$ cat config.mk
export PLATFORM = sky130hd
export DESIGN_NAME = mips_perf_counters_flat
export DESIGN_NICKNAME = d
export VERILOG_FILES = /design/src/rtl/mips_perf_counters_if.sv /design/src/rtl/mips_perf_counters.sv /design/src/flat_wrapper.sv
export SDC_FILE = /design/constraint.sdc
export NUM_CORES = 1
export LEC_CHECK = 0
export CORE_MARGIN = 2
export CORE_UTILIZATION = 60
export CTS_BUF_LIST = sky130_fd_sc_hd__clkbuf_16
export DETAILED_ROUTE_END_ITERATION = 7
export PLACE_DENSITY_LB_ADDON = 0.3
export RECOVER_POWER = 100
export SYNTH_ARGS = -nofsm -noshare
export SYNTH_HDL_FRONTEND = slang
export SYNTH_SLANG_ARGS = --single-unit
$ cat constraint.sdc
create_clock -name clk -period 2.45 [get_ports clk]
set_input_delay 0.49 -clock clk [delete_from_list [all_inputs] [get_ports clk]]
set_output_delay 0.49 -clock clk [all_outputs]
set_load 0.1 [all_outputs]
$ cat src/rtl/mips_perf_counters_if.sv
// Bus between the MIPS-lite pipeline (write-back stage, hazard unit) and the
// performance-counter unit.
//   master : pipeline side; drives control/event strobes and the read address,
//            receives read data and status.
//   slave  : counter unit; the mirror image.
// Ports carried:
//   start, clear, halt         run/halt/clear control
//   retire_valid, retire_class retirement event at WB and its class code
//   stall, hazard              per-cycle pipeline events
//   rd_addr / rd_data          registered counter read port
//   running, halted, overflow  status
interface mips_perf_counters_if #(
    parameter int CNT_W  = 32,
    parameter int ADDR_W = 4
);
    logic              start;
    logic              clear;
    logic              retire_valid;
    logic [2:0]        retire_class;
    logic              stall;
    logic              hazard;
    logic              halt;
    logic [ADDR_W-1:0] rd_addr;
    logic [CNT_W-1:0]  rd_data;
    logic              running;
    logic              halted;
    logic              overflow;

    modport master (
        output start, clear, retire_valid, retire_class, stall, hazard, halt, rd_addr,
        input  rd_data, running, halted, overflow
    );

    modport slave (
        input  start, clear, retire_valid, retire_class, stall, hazard, halt, rd_addr,
        output rd_data, running, halted, overflow
    );
endinterface

$ cat src/rtl/mips_perf_counters.sv
// Performance-counter unit for the MIPS-lite 5-stage pipeline. Counts retired
// instructions (total and per class), cycles, stalls and data hazards, and
// captures the cycle count at HALT.
// Ports:
//   clk    rising-edge clock
//   rst_n  asynchronous active-low reset
//   bus    mips_perf_counters_if.slave (control, events, read port, status)
// Read map: 0 TOTAL, 1 CYCLES, 2 STALLS, 3 HAZARDS, 4 FINAL_CYCLES,
//           5+k CLASS[k]; anything else reads 0.
//
// state    | meaning
// ---------+-------------------------------------------------------------
// S_IDLE   | counters hold, waiting for start
// S_RUN    | counting every cycle and every event
// S_HALTED | HALT retired; counters frozen until clear or reset
module mips_perf_counters #(
    parameter int CNT_W     = 32,
    parameter int NUM_CLASS = 4,
    parameter int SATURATE  = 0,
    parameter int ADDR_W    = $clog2(5 + NUM_CLASS)
) (
    input  logic                 clk,
    input  logic                 rst_n,
    mips_perf_counters_if.slave  bus
);
    localparam int NUM_CNT  = 5 + NUM_CLASS;
    localparam int C_TOTAL  = 0;
    localparam int C_CYCLES = 1;
    localparam int C_STALLS = 2;
    localparam int C_HAZ    = 3;
    localparam int C_FINAL  = 4;
    localparam int C_CLASS0 = 5;

    typedef enum logic [1:0] {S_IDLE, S_RUN, S_HALTED} state_t;

    state_t             state_q, state_d;
    logic [CNT_W-1:0]   cnt_q [NUM_CNT];
    logic [CNT_W-1:0]   cnt_d [NUM_CNT];
    logic [NUM_CNT-1:0] inc;
    logic               ovf_q, ovf_d;
    logic [CNT_W-1:0]   rd_data_q, rd_data_d;
    logic               running_q, halted_q;

    // All-ones either wraps to zero or sticks, depending on the build.
    function automatic logic [CNT_W-1:0] cnt_inc(input logic [CNT_W-1:0] v);
        if (&v)
            return (SATURATE != 0) ? v : '0;
        return v + 1'b1;
    endfunction

    always_ff @(posedge clk or negedge rst_n) begin
        if (!rst_n) begin
            state_q   <= S_IDLE;
            ovf_q     <= 1'b0;
            rd_data_q <= '0;
            running_q <= 1'b0;
            halted_q  <= 1'b0;
            for (int i = 0; i < NUM_CNT; i++)
                cnt_q[i] <= '0;
        end else begin
            state_q   <= state_d;
            ovf_q     <= ovf_d;
            rd_data_q <= rd_data_d;
            running_q <= (state_d == S_RUN);
            halted_q  <= (state_d == S_HALTED);
            for (int i = 0; i < NUM_CNT; i++)
                cnt_q[i] <= cnt_d[i];
        end
    end

    always_comb begin
        state_d = state_q;
        ovf_d   = ovf_q;
        cnt_d   = cnt_q;
        inc     = '0;

        unique case (state_q)
            S_IDLE: begin
                if (bus.start)
                    state_d = S_RUN;
            end
            S_RUN: begin
                inc[C_CYCLES] = 1'b1;
                inc[C_TOTAL]  = bus.retire_valid;
                inc[C_STALLS] = bus.stall;
                inc[C_HAZ]    = bus.hazard;
                // Class codes beyond NUM_CLASS only bump TOTAL.
                for (int k = 0; k < NUM_CLASS; k++)
                    if (bus.retire_valid && (int'(bus.retire_class) == k))
                        inc[C_CLASS0 + k] = 1'b1;
                if (bus.halt)
                    state_d = S_HALTED;
            end
            default: ;
        endcase

        for (int i = 0; i < NUM_CNT; i++) begin
            if (inc[i]) begin
                cnt_d[i] = cnt_inc(cnt_q[i]);
                if (&cnt_q[i])
                    ovf_d = 1'b1;
            end
        end

        // FINAL_CYCLES captures the cycle count including the HALT cycle itself.
        if (state_q == S_RUN && bus.halt)
            cnt_d[C_FINAL] = cnt_d[C_CYCLES];

        if (bus.clear) begin
            state_d = S_IDLE;
            ovf_d   = 1'b0;
            for (int i = 0; i < NUM_CNT; i++)
                cnt_d[i] = '0;
        end
    end

    // Read mux uses the registered counters, giving one cycle of read latency.
    always_comb begin
        rd_data_d = '0;
        for (int i = 0; i < NUM_CNT; i++)
            if (bus.rd_addr == ADDR_W'(i))
                rd_data_d = cnt_q[i];
    end

    assign bus.rd_data  = rd_data_q;
    assign bus.running  = running_q;
    assign bus.halted   = halted_q;
    assign bus.overflow = ovf_q;
endmodule
$ cat src/flat_wrapper.sv
// flat-port wrapper written by rule: the top's interface ports become plain ports
module mips_perf_counters_flat 
#(
    parameter int CNT_W     = 32,
    parameter int NUM_CLASS = 4,
    parameter int SATURATE  = 0,
    parameter int ADDR_W    = $clog2(5 + NUM_CLASS)
)
  (clk, rst_n, bus_start, bus_clear, bus_retire_valid, bus_retire_class, bus_stall, bus_hazard, bus_halt, bus_rd_addr, bus_rd_data, bus_running, bus_halted, bus_overflow);
  mips_perf_counters_if #(.CNT_W(CNT_W), .ADDR_W(ADDR_W)) bus_i ();
  input  logic clk;
  input  logic rst_n;
  input wire logic [$bits(bus_i.start)-1:0] bus_start;
  input wire logic [$bits(bus_i.clear)-1:0] bus_clear;
  input wire logic [$bits(bus_i.retire_valid)-1:0] bus_retire_valid;
  input wire logic [$bits(bus_i.retire_class)-1:0] bus_retire_class;
  input wire logic [$bits(bus_i.stall)-1:0] bus_stall;
  input wire logic [$bits(bus_i.hazard)-1:0] bus_hazard;
  input wire logic [$bits(bus_i.halt)-1:0] bus_halt;
  input wire logic [$bits(bus_i.rd_addr)-1:0] bus_rd_addr;
  output wire logic [$bits(bus_i.rd_data)-1:0] bus_rd_data;
  output wire logic [$bits(bus_i.running)-1:0] bus_running;
  output wire logic [$bits(bus_i.halted)-1:0] bus_halted;
  output wire logic [$bits(bus_i.overflow)-1:0] bus_overflow;
  assign bus_i.start = bus_start;
  assign bus_i.clear = bus_clear;
  assign bus_i.retire_valid = bus_retire_valid;
  assign bus_i.retire_class = bus_retire_class;
  assign bus_i.stall = bus_stall;
  assign bus_i.hazard = bus_hazard;
  assign bus_i.halt = bus_halt;
  assign bus_i.rd_addr = bus_rd_addr;
  assign bus_rd_data = bus_i.rd_data;
  assign bus_running = bus_i.running;
  assign bus_halted = bus_i.halted;
  assign bus_overflow = bus_i.overflow;
  mips_perf_counters #(.CNT_W(CNT_W), .NUM_CLASS(NUM_CLASS), .SATURATE(SATURATE), .ADDR_W(ADDR_W)) u_core (.clk(clk), .rst_n(rst_n), .bus(bus_i));
endmodule
==> key figures <==
Drt
  • Vias per cell: 6.71
  • Drt first pass iters: 8
  • Initial DRC count: 2828
  • Detail Route Antenna Nets: 0
  • WL/cell: 23.0 um
  • Post-route DRC: 13
  • Final WL: 61700 um
  • Via count: 18.0k

Floorplanning
  • Initial core utilization: 61.1%
  • Die extent in y: 178 um
  • Die area: 31700 um2
  • # IOs: 50
  • Rows: 63
  • Core area: 29700 um2
  • Die width: 178 um

CTS
  • Postcts setup bufs: 0
  • Clock tree root buffer cell: clkbuf_16
  • Clock Path Buffers: 3
  • Clk sinks: 325
  • CTS Buf Count: 37
  • CTS H-tree depth: 2
  • TritonCTS clock tree: yes
  • Clock Latency Late Sink: 0.53 ns
  • Clock transition at path regs: 0.06 ns

GRT
  • First-pass GRT wire length: 95100 um
  • Remaining Overflow, GRT: 0
  • Vias in the first global route: 16.9k
  • Antenna violations before repair: 0
  • All-Layer GR Usage: 39.1%
  • Pin count of the biggest net entering global routing: 71

Timing
  • Setup ws final: 0.0511 ns
  • RSZ-0062 raised after global routing: false
  • Tcrit/Tclk final: 97.9%
  • Max Freq: 417 MHz
  • Final Setup Violations: 0
  • Worst hold slack: 0.441 ns
  • Fin. max-slew vios: 0
  • Fin crit period: 2.40 ns
  • Final Hold Fails: 0
  • Clock skew: 0.0156 ns
  • Slew @ Worst Pin: 1.28 ns
  • Fin Setup TNS: 0 ns
  • Slew Limit Headroom: 14.8%

Power
  • Psw: 3.21 mW
  • Total power draw: 11.9 mW
  • Fraction of power consumed by the clock network: 43.5%
  • Worst vdd ir: 0.000464 V
  • Power density over the cells: 552 nW/um2
  • Reg power frac: 46.5%
  • LEAKAGE: 9.23 nW
  • Logic pwr share: 10.0%
  • Switching share of power: 27.0%
  • Internal power: 8.66 mW

Setup path
  • Startpoint types: register
  • Slowest CP cell: dfrtp_1
  • WS Path Type: register to register
  • CP max stage delay: 0.44 ns
  • Critical Path End Type: register
  • CP Max Fanout: 6
  • Cell repeated most along the worst path: clkbuf_4
  • Arrival @ worst endpoint: 2.82 ns
  • CP cell instances: ha_2 > nand2_1 > or2_2 > nor4_2 > clkbuf_4 > nor3_1 > clkbuf_2 > clkbuf_4 > a22o_1
  • Required @ worst endpoint: 2.87 ns

Logic synthesis
  • Commonest register cell after synthesis: dfrtp_1
  • Mapped Area: 18200 um2
  • Post-synthesis adder-cell area fraction: 0.551%
  • Syn Area/Cell: 8.80 um2
  • Synth top area share: 44.8%
  • Synth Area in Compound Gates: 17.1%
  • Mux contribution to synthesized area: 2.18%
  • Ys async rst share: 100%
  • Post-synth top area cell: dfrtp_1
  • Library cells used by synthesis: 78
  • XOR/XNOR Fraction of Synth Area: 7.38%
  • Number of enable flip-flop cells after synthesis: 0
  • Synth warn: 0
  • Main combinational cell family by area after synthesis: simple AND/OR/NAND/NOR gates
  • Register bit total from synthesis: 325
  • Register area share after synthesis: 44.8%
  • Synth area leaders: dfrtp_1 45%, nor2_1 5.6%, o21ai_0 4.8%
  • Count leader, synth: dfrtp_1
  • Top cells by count, synth: 325 x dfrtp_1, 272 x nor2_1, 200 x nand2_1, 173 x o21ai_0, 114 x nand3_1
  • Simple-gate area share of the yosys netlist: 24.8%
  • Synthesized Nets: 2087
  • Gate Count Post-Synth: 2064

Layout
  • Share of post-route cells with drive strength above 1: 14.7%
  • Layout area overhead: 18.4%
  • Finished Cell Area: 21500 um2
  • Number of diodes: 0
  • Layout Nets: 2293
  • Register area: 8130 um2
  • Final core occ: 72.3%
  • Fillers: 2220
  • Multi-input logic area: 9520 um2
  • Non-Filler Instances: 2684

Placed design
  • Placer Congestion: 1.05
  • DP HPWL: 45700 um
  • Total placed instance area: 20600 um2
  • I/O Buffers: 49
  • Pre-CTS WS: -0.277 ns
  • Placed insts: 2620

Run
  • Max Cap Viol: 0

Min path
  • Hold Path Class: input pin to register

Outcome
  • Failing checks: design-rule violations
  • Status: finished with violations
## placed cells by master, fill, tap and decap left out, types with 15 or more instances in the layout
cell / n
dfrtp_1: 324
nor2_1: 268
nand2_1: 200
o21ai_0: 173
buf_4: 167
nand3_1: 114
a21oi_1: 93
xor2_1: 92
nand4_1: 62
a31oi_1: 62
xnor2_1: 61
and3_1: 52
clkbuf_2: 46
nor3_1: 42
clkbuf_16: 38
mux2i_1: 34
inv_1: 31
o2bb2ai_1: 31
a221oi_1: 31
o31ai_1: 31
or3_1: 28
clkbuf_1: 28
and4_1: 27
buf_12: 18
nor4_1: 16
and2_1: 15
## state kept, by name, indices dropped and copies added, names as in the netlist
name and cells:
u_core.bus.halted 1, u_core.cnt_q 288, u_core.bus.running 1, u_core.bus.rd_data 32, u_core.state_q 2, u_core.bus.overflow 1
## critical path: cells and delay by family (launching register included)
family | cells | cell delay [ns]
AND/OR/NAND/NOR | 4 | 0.82
buffers and inverters | 3 | 0.54
AO/OA/AOI/OAI | 1 | 0.22
adder cells (fa/ha/maj) | 1 | 0.27
flip-flops | 1 | 0.44
## per-layer routing
layer | global-route usage [%] | wire length, um
met1 | 54.2 | 24400
met2 | 58.2 | 27100
met3 | 9.90 | 7270
met4 | 17.2 | 3070
met5 | 0 | 0
## what timing repair did
action / CTS / global route
hold buffers: 1 / 0
endpoints found under the hold margin: 39 / 0
resized for setup: 2 / 15
endpoints found under the setup margin: 16 / 36
## power groups by stage
stage | clock network, mW | registers (mW) | logic, mW
2_1_floorplan | 0 | 5.87 | 0.379
3_3_place_gp | 0 | 5.60 | 1.19
3_5_place_dp | 0 | 5.61 | 1.21
4_1_cts | 5.19 | 5.51 | 1.22
5_1_grt | 5.41 | 5.51 | 1.26
6_report | 5.16 | 5.51 | 1.19
## layout make-up
type / count / area share (%)
clock buffers: 38 / 4.42
clock inverters: 25 / 0.675
inverters: 25 / 0.437
multi-input cells: 1598 / 44.3
flip-flops and latches: 325 / 37.8
well taps: 390 / 2.27
repair buffers: 283 / 10.1
## path summary, 6_finish.rpt
kind | from | cells past startpoint | slack (ns) | to
worst max-delay path | u_core.cnt_q[0] | 9 | 0.05 | u_core.cnt_q[1]
worst min register to register | u_core.cnt_q[90] | 1 | 0.50 | u_core.cnt_q[90]
min in group asynchronous | rst_n | 2 | 0.79 | u_core.cnt_q[176]
max in group asynchronous | rst_n | 3 | 0.40 | u_core.cnt_q[58]
worst min-delay path | bus_clear | 3 | 0.44 | u_core.cnt_q[218]
worst max register to register | u_core.cnt_q[0] | 9 | 0.05 | u_core.cnt_q[1]
## kinds of logic (layout without fill, tap and decap cells)
family                   count (synthesis)  count (layout)
AO/OA/AOI/OAI                          492             492
multiplexers                            38              38
AND/OR/NAND/NOR                        907             907
XOR/XNOR                               153             153
buffers and inverters                  141             371
flip-flops                             325             325
adder cells (fa/ha/maj)                  8               8
Power figures use the tool's default switching activity.
